<file path="config.mk">
export PLATFORM = sky130hd
export DESIGN_NAME = traffic_light_ctrl
export DESIGN_NICKNAME = d
export VERILOG_FILES = /design/src/rtl/traffic_light_ctrl.sv
export SDC_FILE = /design/constraint.sdc
export NUM_CORES = 1
export LEC_CHECK = 0
export CAP_MARGIN = 20
export CORE_MARGIN = 2
export CORE_UTILIZATION = 62
export CTS_CLUSTER_DIAMETER = 120
export DETAILED_ROUTE_END_ITERATION = 6
export HOLD_SLACK_MARGIN = 0.05
export PLACE_DENSITY = 0.95
export SYNTH_ARGS = -nofsm -noshare
export SYNTH_HDL_FRONTEND = slang
export SYNTH_SLANG_ARGS = --single-unit
</file>
<file path="constraint.sdc">
create_clock -name clk -period 4.05 [get_ports clk]
set_clock_uncertainty 0.15 [all_clocks]
set_input_delay 1.215 -clock clk [delete_from_list [all_inputs] [get_ports clk]]
set_output_delay 1.215 -clock clk [all_outputs]
set_load 0.01 [all_outputs]
</file>
<file path="src/rtl/traffic_light_ctrl.sv">
// Two-way intersection phase controller: NS/EW lamps, per-phase countdown,
// emergency all-red and night flashing-yellow modes.
module traffic_light_ctrl #(
  parameter int unsigned TICK_DIV = 50_000_000,
  parameter int unsigned GREEN_T  = 13,
  parameter int unsigned YELLOW_T = 3,
  parameter int unsigned ALLRED_T = 1
) (
  input  logic       clk,
  input  logic       rst,
  input  logic       emerg,
  input  logic       night,
  output logic [4:0] countdown_time,
  output logic [2:0] ns_light,
  output logic [2:0] ew_light,
  output logic       tick
);

  localparam int unsigned DIV_W = $clog2(TICK_DIV);
  localparam int unsigned CNT_W = 5;

  localparam logic [2:0] LAMP_R   = 3'b100;
  localparam logic [2:0] LAMP_Y   = 3'b010;
  localparam logic [2:0] LAMP_G   = 3'b001;
  localparam logic [2:0] LAMP_OFF = 3'b000;

  generate
    if (TICK_DIV < 2 || GREEN_T < 1 || GREEN_T > 16 || YELLOW_T < 1 ||
        YELLOW_T > 16 || ALLRED_T < 1 || ALLRED_T > 16) begin : g_bad_param
      $fatal(1, "traffic_light_ctrl: TICK_DIV must be >=2 and phase lengths 1..16");
    end
  endgenerate

  typedef enum logic [2:0] {
    S_AR_A  = 3'd0,
    S_NS_G  = 3'd1,
    S_NS_Y  = 3'd2,
    S_AR_B  = 3'd3,
    S_EW_G  = 3'd4,
    S_EW_Y  = 3'd5,
    S_EMERG = 3'd6,
    S_NIGHT = 3'd7
  } state_t;

  state_t             r_state;
  logic [CNT_W-1:0]   r_cnt;
  logic [DIV_W-1:0]   r_div;
  logic               r_tick;
  logic               r_flash;
  logic [2:0]         r_ns;
  logic [2:0]         r_ew;

  state_t             w_state_nx;
  logic [CNT_W-1:0]   w_cnt_nx;
  logic [DIV_W-1:0]   w_div_nx;
  logic               w_tick_nx;
  logic               w_flash_nx;
  logic [2:0]         w_ns_nx;
  logic [2:0]         w_ew_nx;
  logic               w_div_clr;
  logic               w_div_wrap;

  // Normal-mode phase order.
  function automatic state_t next_phase(input state_t s);
    case (s)
      S_AR_A:  next_phase = S_NS_G;
      S_NS_G:  next_phase = S_NS_Y;
      S_NS_Y:  next_phase = S_AR_B;
      S_AR_B:  next_phase = S_EW_G;
      S_EW_G:  next_phase = S_EW_Y;
      default: next_phase = S_AR_A;
    endcase
  endfunction

  function automatic logic [CNT_W-1:0] phase_len(input state_t s);
    case (s)
      S_NS_G, S_EW_G: phase_len = CNT_W'(GREEN_T);
      S_NS_Y, S_EW_Y: phase_len = CNT_W'(YELLOW_T);
      default:        phase_len = CNT_W'(ALLRED_T);
    endcase
  endfunction

  always_ff @(posedge clk) begin
    if (rst) begin
      r_state <= S_AR_A;
      r_cnt   <= CNT_W'(ALLRED_T);
      r_div   <= '0;
      r_tick  <= 1'b0;
      r_flash <= 1'b1;
      r_ns    <= LAMP_R;
      r_ew    <= LAMP_R;
    end else begin
      r_state <= w_state_nx;
      r_cnt   <= w_cnt_nx;
      r_div   <= w_div_nx;
      r_tick  <= w_tick_nx;
      r_flash <= w_flash_nx;
      r_ns    <= w_ns_nx;
      r_ew    <= w_ew_nx;
    end
  end

  always_comb begin
    w_state_nx = r_state;
    w_cnt_nx   = r_cnt;
    w_flash_nx = r_flash;
    w_ns_nx    = LAMP_R;
    w_ew_nx    = LAMP_R;

    if (emerg) begin
      w_state_nx = S_EMERG;
      w_cnt_nx   = '0;
    end else if (night) begin
      w_state_nx = S_NIGHT;
      w_cnt_nx   = '0;
      if (r_state != S_NIGHT) begin
        w_flash_nx = 1'b1;
      end else if (r_tick) begin
        w_flash_nx = ~r_flash;
      end
    end else if (r_state == S_EMERG || r_state == S_NIGHT) begin
      w_state_nx = S_AR_A;
      w_cnt_nx   = CNT_W'(ALLRED_T);
    end else if (r_tick) begin
      if (r_cnt > CNT_W'(1)) begin
        w_cnt_nx = r_cnt - CNT_W'(1);
      end else begin
        w_state_nx = next_phase(r_state);
        w_cnt_nx   = phase_len(w_state_nx);
      end
    end

    // Lamps follow the upcoming state so they register alongside it.
    case (w_state_nx)
      S_NS_G:  w_ns_nx = LAMP_G;
      S_NS_Y:  w_ns_nx = LAMP_Y;
      S_EW_G:  w_ew_nx = LAMP_G;
      S_EW_Y:  w_ew_nx = LAMP_Y;
      S_NIGHT: begin
        w_ns_nx = w_flash_nx ? LAMP_Y : LAMP_OFF;
        w_ew_nx = w_flash_nx ? LAMP_Y : LAMP_OFF;
      end
      default: ;
    endcase

    // Divider restarts whenever EMERG or NIGHT is entered or left.
    w_div_clr  = ((w_state_nx == S_EMERG) != (r_state == S_EMERG)) ||
                 ((w_state_nx == S_NIGHT) != (r_state == S_NIGHT));
    w_div_wrap = (r_div == DIV_W'(TICK_DIV - 1));
    w_div_nx   = (w_div_clr || w_div_wrap) ? '0 : r_div + DIV_W'(1);
    w_tick_nx  = w_div_wrap && !w_div_clr;
  end

  assign countdown_time = r_cnt;
  assign ns_light       = r_ns;
  assign ew_light       = r_ew;
  assign tick           = r_tick;

endmodule
</file>
# Yosys cells after proc, flatten, opt, wreduce, memory -nomap -nowiden
# Index checks and enable logic that the tools add are counted.
op_classes:
  n_addsub: 2
  multipliers: 0
  div_mod_pow: 0
  order_cmp: 1
  n_eq_ne: 20
  shift: 0
  n_mux: 24
  n_bitwise: 1
  n_reduce_logical: 11
ops:
  columns: ["operator", "count"]
  rows:
  - ["3-bit two-way mux", 10]
  - ["3-bit == test, second input constant", 9]
  - ["26-bit by 1-bit adder with 26-bit output, second input constant", 1]
  - ["26-bit == test, second input constant", 1]
  - ["3-bit case mux with 3 select lines", 2]
  - ["3-bit case mux with 5 select lines", 1]
  - ["3-bit by 2-bit == test with 1-bit output, second input constant", 4]
  - ["3-bit by 1-bit == test with 1-bit output, second input constant", 3]
  - ["1-bit two-way mux", 8]
  - ["4-bit case mux with 2 select lines", 1]
  - ["2-bit OR reduction", 3]
  - ["5-bit by 1-bit greater-than comparator with 1-bit output, second input constant", 1]
  - ["5-bit two-way mux", 1]
  - ["5-bit by 1-bit subtractor with 5-bit output, second input constant", 1]
  - ["4-bit nonzero test", 1]
  - ["4-bit OR reduction", 1]
  - ["3-bit zero test", 1]
  - ["1-bit logical OR", 3]
  - ["3-bit != test, second input constant", 1]
  - ["2-bit two-way mux", 1]
  - ["1-bit != test", 2]
  - ["1-bit logical AND", 1]
  - ["1-bit zero test", 1]
  - ["1-bit inverter", 1]
totals:
  register_bits: 42
  latchBits: 0
  mem_bits_rw: 0
  rom_bits: 0
  n_memories: 0

# Logic depth before layout (Yosys ltp)
logic_depth:
  word_depth: 17
  depth_mapped: 7
  mapped_depth_nobuf: 6

# Least setup slack after synthesis
# OpenSTA, ideal clock, no wires.
synth_path:
  kind: "input-to-reg"
  startpoint: "input port emerg"
  endpoint: "register r_ew[2] (netlist: ew_light[2])"
  setup_time_ns: 0.127
  t_arrival_ns: 2.274
  required_ns: 3.773
  path_slack_ns: 1.499
  cell_stages: 5
  path_cell_list: "buf_2 > or2_2 > a21oi_1 > a311o_1 > or3_1"
synth_between:
  elab_chain_cells: 3
  word_cells_on_any_way: 5
  classes_between: "eq/ne (3); mux (2)"
synth_rtl:
  columns: ["element", "line_no", "rtl"]
  rows:
  - ["from (decl)", "11", "input logic emerg,"]
  - ["3-bit two-way mux *", "110", "if (emerg) begin"]
  - ["3-bit == test", "134", "case (w_state_nx)"]
  - ["3-bit case mux with 3 select lines *", "134", null]
  - ["to (signal assigned)", "99", "r_ew <= w_ew_nx;"]
  - ["to (decl)", "51", "logic [2:0] r_ew;"]
# Mark *: on every way between the ends. The rest lies on a longest branch, timed or not.
# A chain may end at the register's enable or synchronous reset.

# Worst setup path in the final report
layout_path:
  startpoint: "register r_tick (netlist: tick)"
  endpoint: "output port tick"
layout_lines:
  columns: ["element", "line_no", "rtl"]
  rows:
  - ["from (decl)", "48", "logic r_tick;"]
  - ["from (signal assigned)", "96", "r_tick <= w_tick_nx;"]
  - ["to (decl)", "16", "output logic tick"]
# No word-level cell between the ends.

==> flow_summary.yaml <==
global_route:
  sum_of_overflow_across_all_layers_after_global_routing: 0
  grt_pass1_vias: 1701
  grt_antenna_before_repair: 0
  grt_usage_pct: 23.5
  grt_start_max_net_pins: 27
  grt_pass1_wl_um: 7720
floorplan:
  design.portCount: 16
  number_of_placement_rows: 21
  die_w_um: 64.2
  start_util_pct: 65.8
  die_height_um: 64.2
  design.core.area_sq_um: 3420
  die-area_sq_um: 4120
final_layout:
  layout.nets: 271
  final_cell_mix: "42 x sky130_fd_sc_hd__dfxtp_1, 20 x sky130_fd_sc_hd__nor2_1, 20 x sky130_fd_sc_hd__a21oi_1"
  final_core_util_pct: 70.7
  layout-drive-gt1-share_pct: 8.68
  mostFrequentLayoutCell: "sky130_fd_sc_hd__dfxtp_1"
  layout_stage_area_growth_over_the_synthesis_result_pct: 7.52
  diodes: 0
  final_design_area_no_fill_sq_um: 2420
timing:
  timing.fmax_mhz: 340
  min_period_over_period_pct: 72.7
  finalWorstSetupSlack_ps: 1110
  setup_viol: 0
  grt_setup_unrepaired: "no"
  setup_tns_ps: 0
  slew_violations: 0
  tightest_slew_ps: 996
  fin_crit_ps: 2940
  final-hold-violation-count: 0
  relSlewSlack_pct: 33.6
detailed_routing:
  firstDrtPassIters: 4
  route.top_layer_used: "met4"
  antenna_violating_nets_post_route: 0
  detail_route.drc_violations: 0
  avgViaCountPerCell: 6.31
  route.vias.total: 1963
  met2_length_um: 2240
  drt-initial-drc-count: 138
  total_wire_length_um: 4570
  wl_met3_um: 182
  wl_per_cell_um: 14.7
  m1_wire_length_um: 2070
synth:
  syn_area_per_cell_sq_um: 8.74
  ys_ff_latch: 42
  netlist_instances: 257
  synth-main-ff-cell: "sky130_fd_sc_hd__dfxtp_1"
  syn-num-nets: 264
  number_of_warnings_issued_by_yosys: 0
  yosys.cell_types.count: 55
  post_synth_instance_area_sq_um: 2250
  asyncSetResetFlopFracSynth_pct: 0
  synth_sequential_area_ratio_pct: 37.4
  synth-edff-count: 0
critical_path:
  critical_path_s_top_delay_family: "buffers and inverters"
  critPathArrivalTime_ps: 1580
  cp_cell_sequence: "clkdlybuf4s50_1"
  crit_path_start_kind: "register"
  timing.critical_path.buf_inv: 1
  end_kind: "output port"
  slowest_delay_ps: 620
  worstSetupPathType: "reg -> out"
  slowest_stage_cell_on_the_critical_path: "sky130_fd_sc_hd__clkdlybuf4s50_1"
  worst-path-max-fanout: 13
  crit_required_ps: 2680
placed_design:
  placement.cell_area_sq_um: 2360
  post-place-ws_ps: 820
  port_buffer_count: 15
  place.detailed.hpwl_um: 3170
  routabilityCongestion: 0.932
flow_run:
  drv.max_cap_violation_count: 0
clocking:
  postCtsSetupRepairBufs: 0
  cts_inserted_buffers: 5
  cts.root.buffer_cell: "sky130_fd_sc_hd__clkbuf_4"
  ctsLongestPathBuffers: 2
  worst_skew_pair.late_latency_ps: 360
  cts.htree.levels: 2
  tritoncts_clock_tree: "built"
  cts.sinks: 42
  post_cts_hold_buffer_count: 0
  clk_transition_reported_paths_ps: 130
  post_cts.resized_instances: 0
status:
  run_status: "complete, no violations"
min_path:
  min-delay-path-class: "reg -> reg"
pwr:
  power.density_cell_area_nw_per_um2: 287
  total_leakage_power_nw: 0.784
  peakVddDrop_mv: 0.202
## Yosys cell counts (3+ instances only)
master / instances / area [sq um]
sky130_fd_sc_hd__a211oi_1: 5 / 37.5
sky130_fd_sc_hd__a21oi_1: 20 / 100
sky130_fd_sc_hd__and2_1: 3 / 18.8
sky130_fd_sc_hd__and3_1: 5 / 31.3
sky130_fd_sc_hd__and4_1: 3 / 26.3
sky130_fd_sc_hd__buf_2: 6 / 30.0
sky130_fd_sc_hd__buf_4: 3 / 22.5
sky130_fd_sc_hd__buf_6: 3 / 33.8
sky130_fd_sc_hd__clkbuf_1: 3 / 11.3
sky130_fd_sc_hd__dfxtp_1: 42 / 841
sky130_fd_sc_hd__ha_1: 3 / 37.5
sky130_fd_sc_hd__inv_1: 12 / 45.0
sky130_fd_sc_hd__nand2_1: 13 / 48.8
sky130_fd_sc_hd__nand3_1: 13 / 65.1
sky130_fd_sc_hd__nand4_1: 7 / 43.8
sky130_fd_sc_hd__nor2_1: 20 / 75.1
sky130_fd_sc_hd__nor2b_1: 3 / 18.8
sky130_fd_sc_hd__nor3_1: 7 / 35.0
sky130_fd_sc_hd__nor4_1: 3 / 18.8
sky130_fd_sc_hd__o21a_1: 4 / 30.0
sky130_fd_sc_hd__o21ai_0: 9 / 45.0
sky130_fd_sc_hd__o31ai_1: 10 / 75.1
sky130_fd_sc_hd__or3_1: 5 / 31.3
sky130_fd_sc_hd__or4_1: 8 / 60.1
sky130_fd_sc_hd__xnor2_1: 3 / 26.3
sky130_fd_sc_hd__xor2_1: 11 / 96.3
## kinds of logic after synthesis
family | after synthesis | synth area share [%]
fa+ha+maj | 3 | 1.67
mux | 1 | 0.501
compound gates | 68 | 21.5
buf+inv | 27 | 6.35
flops | 42 | 37.4
simple gates | 102 | 27.1
xor+xnor | 14 | 5.46
## power by group
part	leakage, nW	switching (W)	internal (W)	total, W
Clock	0.0312	0.000142	0.0000675	0.000210
Sequential	0.340	0.00000957	0.000419	0.000428
Combinational	0.412	0.0000320	0.0000243	0.0000563
Total	0.784	0.000184	0.000511	0.000694
## path summary, 6_finish.rpt
kind	start	end	slack, ps	depth (start not counted)
max reg2reg	r_div[0]	r_div[14]	1380	5
max	tick	tick	1110	1
min reg2reg	r_div[25]	r_div[25]	340	2
min	r_div[25]	r_div[25]	340	2
## state kept, by name (all words and copies together), names as in the netlist
register and cells:
countdown_time 5, ew_light 3, ns_light 3, r_div 26
r_flash 1, r_state 3, tick 1
## stage by stage
step / cells / hold WS, ps / total power, W
floorplan: 257 / 276 / 0.000476
global placement: 303 / 300 / 0.000492
detailed placement: 303 / 309 / 0.000493
CTS: 311 / 342 / 0.000700
global route: 311 / 368 / 0.000722
finish: 311 / 344 / 0.000694
## metal layers
layer / vias to the layer above / track usage [%]
li1: 972 / -
met1: 925 / 30.7
met2: 57 / 38.0
met3: 9 / 4.40
met4: 0 / 9.84
met5: - / 0
## cell type report
type	count	area, sq um
multi-input cells	188	1260
inverters	12	45.0
clock inverters	3	21.3
clock buffers	5	37.5
flip-flops and latches	42	841
fillers	263	1000
well taps	46	57.6
repair buffers	15	150
Note: power is estimated with default switching activity, not from simulation.
